File: config.mk
export PLATFORM = sky130hd
export DESIGN_NAME = adc_sdo_responder_flat
export DESIGN_NICKNAME = d
export VERILOG_FILES = /design/src/rtl/adc_sdo_responder_if.sv /design/src/rtl/adc_sdo_responder.sv /design/src/flat_wrapper.sv
export SDC_FILE = /design/constraint.sdc
export NUM_CORES = 1
export LEC_CHECK = 0
export ABC_AREA = 1
export CORE_ASPECT_RATIO = 1.5
export CORE_MARGIN = 2
export CORE_UTILIZATION = 50
export CTS_CLUSTER_DIAMETER = 40
export DETAILED_ROUTE_END_ITERATION = 10
export GPL_TIMING_DRIVEN = 0
export PLACE_DENSITY = 0.81
export SYNTH_ARGS = -nofsm -noshare
export SYNTH_HDL_FRONTEND = slang
export SYNTH_SLANG_ARGS = --single-unit
export TNS_END_PERCENT = 20
File: constraint.sdc
create_clock -name clk -period 1.5 [get_ports clk]
set_input_delay 0.225 -clock clk [delete_from_list [all_inputs] [get_ports clk]]
set_output_delay 0.225 -clock clk [all_outputs]
set_load 0.02 [all_outputs]
File: src/rtl/adc_sdo_responder_if.sv
// ---------------------------------------------------------------------------
// adc_sdo_responder_if
//   Serial readout bus between an ADC initiator and the responder model.
//   adc_convert : conversion strobe, initiator -> responder
//   adc_sck     : serial clock,      initiator -> responder
//   adc_sdo     : serial data,       responder -> initiator, MSB first
//   All three signals live in the single system clock domain.
// ---------------------------------------------------------------------------
interface adc_sdo_responder_if;
  logic adc_convert;
  logic adc_sck;
  logic adc_sdo;

  modport master (output adc_convert, output adc_sck, input adc_sdo);
  modport slave  (input adc_convert, input adc_sck, output adc_sdo);
endinterface

File: src/rtl/adc_sdo_responder.sv
// ---------------------------------------------------------------------------
// adc_sdo_responder
//   Behavioural responder for a convert/SCK/SDO style serial ADC. A rising
//   convert starts a conversion lasting CONV_CYCLES clocks; the falling edge
//   of convert starts the readout, which shifts the result out MSB first,
//   one bit per rising SCK edge.
//
// Ports
//   clk          : system clock, rising edge
//   rst          : synchronous, active-high reset
//   adc          : serial bus (slave side): adc_convert, adc_sck in; adc_sdo out
//   sample_in    : live sample value, used when pattern_sel = 00
//   pattern_sel  : 00 sample_in, 01 ramp, 10 constant 0x2AAA, 11 all-ones
//   busy         : high whenever the FSM is not idle
//   frame_done   : one-cycle pulse per completed readout
//   early_err    : one-cycle pulse when convert falls mid-conversion
//   frame_count  : number of completed readouts, wraps at 16 bits
// ---------------------------------------------------------------------------
module adc_sdo_responder #(
  parameter int DATA_BITS   = 14,
  parameter int CONV_CYCLES = 20
) (
  input  logic                 clk,
  input  logic                 rst,
  adc_sdo_responder_if.slave   adc,
  input  logic [DATA_BITS-1:0] sample_in,
  input  logic [1:0]           pattern_sel,
  output logic                 busy,
  output logic                 frame_done,
  output logic                 early_err,
  output logic [15:0]          frame_count
);

  localparam int TW = (CONV_CYCLES > 1) ? $clog2(CONV_CYCLES) : 1;
  localparam int IW = (DATA_BITS > 1) ? $clog2(DATA_BITS) : 1;

  localparam logic [TW-1:0]        CONV_LAST = TW'(CONV_CYCLES - 1);
  localparam logic [IW-1:0]        IDX_TOP   = IW'(DATA_BITS - 1);
  localparam logic [DATA_BITS-1:0] PAT_AAA   = DATA_BITS'(32'h0000_2AAA);

  typedef enum logic [2:0] {
    S_IDLE,
    S_CONV,
    S_READY,
    S_SHIFT,
    S_DONE
  } state_t;

  state_t state, state_nxt;

  logic                 conv_q, sck_q;
  logic [TW-1:0]        timer;
  logic [IW-1:0]        idx;
  logic [DATA_BITS-1:0] ramp;
  logic [DATA_BITS-1:0] hold;
  logic [DATA_BITS-1:0] shreg;
  logic                 err_q;

  // Edge detection against the previous-cycle copy of each strobe.
  logic conv_rise, conv_fall, sck_rise, sck_act;
  assign conv_rise = adc.adc_convert & ~conv_q;
  assign conv_fall = ~adc.adc_convert & conv_q;
  assign sck_rise  = adc.adc_sck & ~sck_q;
  // A convert edge in the same cycle wins; the SCK edge is dropped.
  assign sck_act   = sck_rise & ~(conv_rise | conv_fall);

  // Conversion bookkeeping decoded from the current state.
  logic timer_exp, do_latch, do_early;
  assign timer_exp = (timer == CONV_LAST);
  assign do_latch  = (state == S_CONV) & timer_exp;
  assign do_early  = (state == S_CONV) & ~timer_exp & conv_fall;

  // Source selected at latch time only.
  logic [DATA_BITS-1:0] src;
  always_comb begin
    src = '0;
    unique case (pattern_sel)
      2'b00:   src = sample_in;
      2'b01:   src = ramp;
      2'b10:   src = PAT_AAA;
      default: src = '1;
    endcase
  end

  // ---------------------------------------------------------------- state reg
  always_ff @(posedge clk) begin
    if (rst) state <= S_IDLE;
    else     state <= state_nxt;
  end

  // --------------------------------------------------------------- next state
  always_comb begin
    state_nxt = state;
    unique case (state)
      S_IDLE:  if (conv_rise) state_nxt = S_CONV;
      S_CONV: begin
        // A fall landing exactly on expiry still yields a fresh result, and
        // must go straight to SHIFT since the edge will not be seen again.
        if (timer_exp)      state_nxt = conv_fall ? S_SHIFT : S_READY;
        else if (conv_fall) state_nxt = S_SHIFT;
      end
      S_READY: if (conv_fall) state_nxt = S_SHIFT;
      S_SHIFT: begin
        if (conv_rise)                   state_nxt = S_CONV;
        else if (sck_act && idx == '0)   state_nxt = S_DONE;
      end
      S_DONE:  state_nxt = conv_rise ? S_CONV : S_IDLE;
      default: state_nxt = S_IDLE;
    endcase
  end

  // ----------------------------------------------------------------- outputs
  always_comb begin
    busy        = (state != S_IDLE);
    frame_done  = (state == S_DONE);
    early_err   = err_q;
    adc.adc_sdo = 1'b0;
    unique case (state)
      S_READY: adc.adc_sdo = shreg[DATA_BITS-1];
      S_SHIFT: adc.adc_sdo = shreg[idx];
      default: adc.adc_sdo = 1'b0;
    endcase
  end

  // ---------------------------------------------------------------- datapath
  always_ff @(posedge clk) begin
    if (rst) begin
      conv_q      <= 1'b0;
      sck_q       <= 1'b0;
      timer       <= '0;
      idx         <= '0;
      ramp        <= '0;
      hold        <= '0;
      shreg       <= '0;
      err_q       <= 1'b0;
      frame_count <= '0;
    end else begin
      conv_q <= adc.adc_convert;
      sck_q  <= adc.adc_sck;
      err_q  <= do_early;

      unique case (state)
        S_IDLE: begin
          if (conv_rise) timer <= '0;
        end
        S_CONV: begin
          if (do_latch) begin
            hold  <= src;
            shreg <= src;
            ramp  <= ramp + DATA_BITS'(1);
            idx   <= IDX_TOP;
          end else begin
            timer <= timer + TW'(1);
            // Early fall: replay the previous result instead.
            if (do_early) begin
              shreg <= hold;
              idx   <= IDX_TOP;
            end
          end
        end
        S_READY: begin
          if (conv_fall) idx <= IDX_TOP;
        end
        S_SHIFT: begin
          if (conv_rise)                  timer <= '0;
          else if (sck_act && idx != '0)  idx   <= idx - IW'(1);
        end
        S_DONE: begin
          frame_count <= frame_count + 16'd1;
          if (conv_rise) timer <= '0;
        end
        default: ;
      endcase
    end
  end

endmodule
File: src/flat_wrapper.sv
// flat-port wrapper written by rule: the top's interface ports become plain ports
module adc_sdo_responder_flat 
#(
  parameter int DATA_BITS   = 14,
  parameter int CONV_CYCLES = 20
)
  (clk, rst, sample_in, pattern_sel, busy, frame_done, early_err, frame_count, adc_adc_convert, adc_adc_sck, adc_adc_sdo);
  adc_sdo_responder_if adc_i ();
  input  logic clk;
  input  logic rst;
  input  logic [DATA_BITS-1:0] sample_in;
  input  logic [1:0] pattern_sel;
  output logic busy;
  output logic frame_done;
  output logic early_err;
  output logic [15:0] frame_count;
  input wire logic [$bits(adc_i.adc_convert)-1:0] adc_adc_convert;
  input wire logic [$bits(adc_i.adc_sck)-1:0] adc_adc_sck;
  output wire logic [$bits(adc_i.adc_sdo)-1:0] adc_adc_sdo;
  assign adc_i.adc_convert = adc_adc_convert;
  assign adc_i.adc_sck = adc_adc_sck;
  assign adc_adc_sdo = adc_i.adc_sdo;
  adc_sdo_responder #(.DATA_BITS(DATA_BITS), .CONV_CYCLES(CONV_CYCLES)) u_core (.clk(clk), .rst(rst), .adc(adc_i), .sample_in(sample_in), .pattern_sel(pattern_sel), .busy(busy), .frame_done(frame_done), .early_err(early_err), .frame_count(frame_count));
endmodule
==> results.py <==
metrics = {
    "global_routing": {
        "grt_pass1_vias": 3582,
        "overflow": 0,
        "gr-usage-all-layers_pct": 25.1,
        "grt_max_degree": 13,
        "grt_pass1_wl_um": 15600,
        "antenna_found_initial": 0,
    },
    "timing": {
        "skew_ps": 13.4,
        "slew_violations": 0,
        "rsz0062_at_grt": "true",
        "fin_setup_tns_ps": -229,
        "setup_viol": 5,
        "fmax_mhz": 596,
        "post-route-period-util_pct": 112,
        "worst_slack_ps": -178,
        "maxSlewHeadroom_pct": 61.5,
        "hold_viol_final": 0,
        "worst_slew_pin_slew_ps": 577,
        "finalCriticalPeriod_ps": 1680,
    },
    "layout": {
        "antenna-diode-count": 0,
        "num-fill-cells": 579,
        "syn2layout_area_growth_pct": 29.0,
        "final_core_util_pct": 65.9,
        "nNetsFinal": 625,
        "final_layout_size_suffix_gt1_share_pct": 18.5,
    },
    "synthesis": {
        "synth_area_um2": 3640,
        "synthTopCellsByArea": "dfxtp_1 (40%), nand2_1 (13%), nor2_1 (7.3%)",
        "yosys_warnings": 0,
        "avgSynthCellArea_um2": 6.81,
        "yosysMostFrequentCell": "nand2_1",
        "yosys.area.top_type": "dfxtp_1",
        "ys_ff_latch": 73,
        "ys.flop_type": "dfxtp_1",
        "synth_edf_count": 0,
        "syn_inst": 535,
        "ys_top_cells_by_count": "nand2_1 (127), dfxtp_1 (73), nor2_1 (71)",
        "async_flop_share_pct": 0,
        "synth.top_cell.area_share_pct": 40.1,
        "synth.distinct_cells": 34,
        "synth_nets": 561,
        "synth_seq_area_share_pct": 40.1,
    },
    "worst_setup_path": {
        "cp_num_buf_inv": 2,
        "path_delay_family": "flip-flops",
        "crit_path_end_kind": "output pin",
        "critPathKind": "flop to output pin",
        "cp-startpoint": "u_core.idx[3]$_SDFFE_PP0P_",
        "worstPathRequired_ps": 1270,
        "crit_cells": 7,
        "r2r_slack_ps": -20,
        "path_cells": "inv_1 > nor2_2 > o211ai_1 > a31oi_1 > nand2_1 > nand2_1 > buf_6",
        "worstSetupStartpointType": "flop",
        "cp_slowest_cell": "dfxtp_2",
        "r2r_cells": 10,
        "rr_startpoint": "u_core.state[0]$_SDFFE_PP0P_",
        "crit_path_max_fanout": 5,
        "critPathMaxStageDelay_ps": 380,
        "arrival_ps": 1450,
        "crit_top_cell": "nand2_1",
        "crit_path_end": "adc_adc_sdo",
        "reg2reg_to": "u_core.idx[1]$_SDFFE_PP0P_",
    },
    "floorplanning": {
        "die_h_um": 109,
        "die_x_um": 73.7,
        "io_pins": 40,
        "coreArea_um2": 7130,
        "rows": 38,
        "initial_core_util_pct": 51.1,
        "dieArea_um2": 8000,
    },
    "cts": {
        "cts_tree": "yes",
        "cts_made_buffers": 9,
        "clk_pin_slew_ps": 60,
        "h-tree-depth": 3,
        "clkSinkCount": 73,
        "clock_path_buffers": 2,
        "worstSkewPairLatency_ps": 360,
        "root_buffer": "clkbuf_8",
        "holdBufCountCts": 0,
    },
    "place": {
        "routabilityCongestion": 0.933,
        "hpwlAfterDp_um": 6700,
        "port_buffers": 38,
    },
    "detailed_routing": {
        "wirelength_um": 9510,
        "via_per_inst": 5.50,
        "drtAntennaViolNets": 0,
        "drc": 0,
        "route.vias.total": 3760,
        "routedWlPerCell_um": 13.9,
        "drtIter0Drc": 257,
        "firstDrtPassIters": 4,
    },
    "power_and_ir_drop": {
        "leakage_nw": 1.91,
        "p_per_area_nw_per_um2": 956,
        "worst_ir_drop_vdd_uv": 560,
    },
    "status": {
        "violations": "negative setup slack",
        "outcome": "complete, but fails checks",
    },
    "min_path": {
        "hp-class": "input port to flop",
    },
    "job": {
        "cap_violations": 0,
    },
}
registers in the layout, summed over array words and instances, names as in the netlist:
| register | count |
|---|---|
| u_core.frame_count | 16 |
| u_core.sck_q | 1 |
| u_core.state | 3 |
| u_core.timer | 5 |
| u_core.early_err | 1 |
| u_core.conv_q | 1 |
| u_core.idx | 4 |
| u_core.shreg | 14 |
| u_core.hold | 14 |
| u_core.ramp | 14 |
metal layers:
metal	global-route usage, %	vias up	share of wire (%)
met5	0	-	0
met4	12.9	0	3.1
met3	4.10	30	2.8
met2	44.3	78	52
met1	28.3	1763	42
li1	-	1889	-
worst min-delay path: cells and delay by family:
| kind | cells | cell delay (ps) |
|---|---|---|
| buffers and inverters | 2 | 190 |
| AND/OR/NAND/NOR | 1 | 70 |
layout by cell type, fill, tap and decap left out, types with 6 or more instances in the layout:
cell	instances
nor2_1	57
nor2_4	9
o22ai_1	7
clkdlybuf4s50_1	18
o21ai_0	32
nand2_1	121
clkbuf_8	11
nand4_1	11
inv_2	6
nand2_2	6
a21oi_1	32
nor2_2	13
and2_1	8
dfxtp_2	10
o21ai_1	16
inv_1	37
nand3_1	45
buf_4	17
dfxtp_1	59
clkbuf_1	8
dlygate4sd2_1	16
stage by stage:
| stage | setup WS, ps | total power, W | hold WS (ps) | instance area, um^2 | instances |
|---|---|---|---|---|---|
| final | -178 | 0.00449 | 168 | 4700 | 684 |
| after global routing | -254 | 0.00465 | 204 | 4700 | 684 |
| after CTS | -210 | 0.00445 | 233 | 4490 | 679 |
| after detailed placement | -495 | 0.00262 | 478 | 4120 | 653 |
| after global placement | -495 | 0.00260 | 467 | 4120 | 653 |
| after floorplan | 49.6 | 0.00245 | 332 | 3640 | 535 |
area by class of cell:
class	instances	area (um^2)	share of cell area (%)
sequential	73	1490	31.7
multi-input combinational	399	2100	44.7
inverter	47	186	3.97
clock inverter	4	73.8	1.57
buffer	15	106	2.26
timing repair buffer	54	487	10.4
tap	80	100	2.13
clock buffer	12	155	3.30
cell families after synthesis:
logic type | count (synthesis) | synth area share, %
AO/OA/AOI/OAI | 97 | 13.9
XOR/XNOR | 7 | 1.68
adder cells (fa/ha/maj) | 6 | 2.06
buffers and inverters | 63 | 7.55
flip-flops | 73 | 40.1
AND/OR/NAND/NOR | 289 | 34.7
what timing repair did:
action | 4_1_cts | 5_1_grt
pin swaps | 6 | 14
setup endpoints to repair | 72 | 61
setup buffers | 9 | 5
cloned | 1 | 1
endpoints found under the hold margin | 0 | 0
gates resized for setup | 63 | 57
power breakdown:
| part | leakage, nW | switching (W) | total (W) | internal [W] |
|---|---|---|---|---|
| Sequential | 0.598 | 0.0000629 | 0.00206 | 0.00199 |
| Clock | 0.117 | 0.000745 | 0.00178 | 0.00103 |
| Combinational | 1.19 | 0.000391 | 0.000662 | 0.000272 |
worst min path at each step:
stage	startpoint	to	slack (ps)	cells past startpoint
floorplan	adc_adc_sck	u_core.sck_q$_SDFF_PP0_	330	2
finish	adc_adc_convert	u_core.conv_q$_SDFF_PP0_	170	3
CTS	rst	u_core.frame_count[3]$_SDFFE_PP0P_	230	2
global placement	u_core.frame_count[10]$_SDFFE_PP0P_	u_core.frame_count[10]$_SDFFE_PP0P_	470	2
global route	adc_adc_convert	u_core.conv_q$_SDFF_PP0_	200	3
detailed placement	u_core.idx[2]$_SDFFE_PP0P_	u_core.idx[2]$_SDFFE_PP0P_	480	2
(Power assumes the default switching activity.)
==> edit, RTL diff (same flow settings) <==
`DATA_BITS` is set to 14 in 2 places; all go to 12.
--- a/src/rtl/adc_sdo_responder.sv
+++ b/src/rtl/adc_sdo_responder.sv
@@ -19,3 +19,3 @@
 module adc_sdo_responder #(
-  parameter int DATA_BITS   = 14,
+  parameter int DATA_BITS   = 12,
   parameter int CONV_CYCLES = 20
--- a/src/flat_wrapper.sv
+++ b/src/flat_wrapper.sv
@@ -3,3 +3,3 @@
 #(
-  parameter int DATA_BITS   = 14,
+  parameter int DATA_BITS   = 12,
   parameter int CONV_CYCLES = 20
Ports: changed (resized sample_in); port bits go from 40 to 38. The function was not compared with the original's and may differ.
==> edit against the original RTL <==
- the run still ends with setup timing left
- fmax up 1.1%
- power down 7.1%
- sequential cell count down 6
- synthesized area down 7.5%
- worst setup slack better by 0.019 ns
- cell count down 6.0%
- sequential power down 9%
- routed wire length down 3.3%
- clock power down 6%
- non-clock buffer count down 1
- final area down 5.4%
- largest power group unchanged
==> edit: results (changes against the original RTL) <==
| Metric | Value |
|---|---|
| Status | finished, violations left |
| Violated checks | setup timing |
| Pre-antenna DRT Iters | 5 (+1) |
| Synth cell types | 35 (+2.9%) |
| Worst-Margin Slew | 0.6142 ns (+0.03707 ns) |
| Mean Syn Cell Area | 6.769 sq um (-0.61%) |
| Slowest cell delay on critical path | 0.33 ns (-0.05 ns) |
| DR WL/cell | 14.30 microns (+2.9%) |
| Via count | 3,567 (-5.1%) |
| Hold WS | 0.2381 ns (+0.06965 ns) |
| Syn Nets | 522 (-7.0%) |
| Pre-CTS WS | -0.4516 ns (+0.04327 ns) |
| Final setup violation count | 5 (unchanged) |
| GP Congestion | 0.8872 (-4.9%) |
| TNS Setup | -0.3985 ns (-0.1695 ns) |
| Top cells by count, synth | nand2_1, dfxtp_1, nor2_1, inv_1 |
| Worst vdd ir | 599.6 uV (+7.0%) |
| Seq/Total Area, Yosys | 39.79% (-0.32 points) |
| R2r endpoint | u_core.idx[2] |
| Largest net degree at the start of global routing | 12 (-1) |
| Hold worst-path end | u_core.state[2] |
| Leak | 1.773 nW (-7.0%) |
| Vias in the first global route | 3,219 (-10%) |
| Final worst slack | -0.1599 ns (+0.01853 ns) |
| R2r startpoint | u_core.state[2] |
| Crit Path Max Fanout | 8 (+3) |
| Wl on met1 | 3673 microns (-6.9%) |
| Largest delay share family, worst path | buffers and inverters |
| M1 GR Usage | 28.22% (-0.11 points) |
| Xor/xnor share of the synthesized area | 2.339% (+0.66 points) |
edit: changes by cell type in the layout (fill, tap and decap cells not counted), moves of 3 or more:
cell and change:
a21oi_1 +4, buf_6 +3, dfxtp_2 -5, nand2_1 -13
nand2_2 +4, nand2_4 -3, nand3_1 -12, nand4_1 -6
nor2_2 -7, o21ai_0 +4, o21ai_1 -5
edit: cell type report:
class                   instances  area [sq um]
fillers                       519          2083
multi-input cells             369          1997
flip-flops and latches         67          1363
repair buffers                 54         469.2
inverters                      48         200.2
clock buffers                  10         137.6
plain buffers                  14         108.9
well taps                      76         95.09
clock inverters                 5         77.57
edit: repair_timing:
action / 4_1_cts / 5_1_grt
endpoints found under the setup margin: 69 / 51
pin swaps: 5 / 19
setup buffers: 4 / 13
gates resized for setup: 71 / 47
cloned: 0 / 1
edit: report_power, final:
part	total [mW]	switching, mW	internal, mW
Clock	1.68	0.710	0.966
Sequential	1.88	0.0535	1.82
Combinational	0.625	0.371	0.254
Total	4.18	1.13	3.04
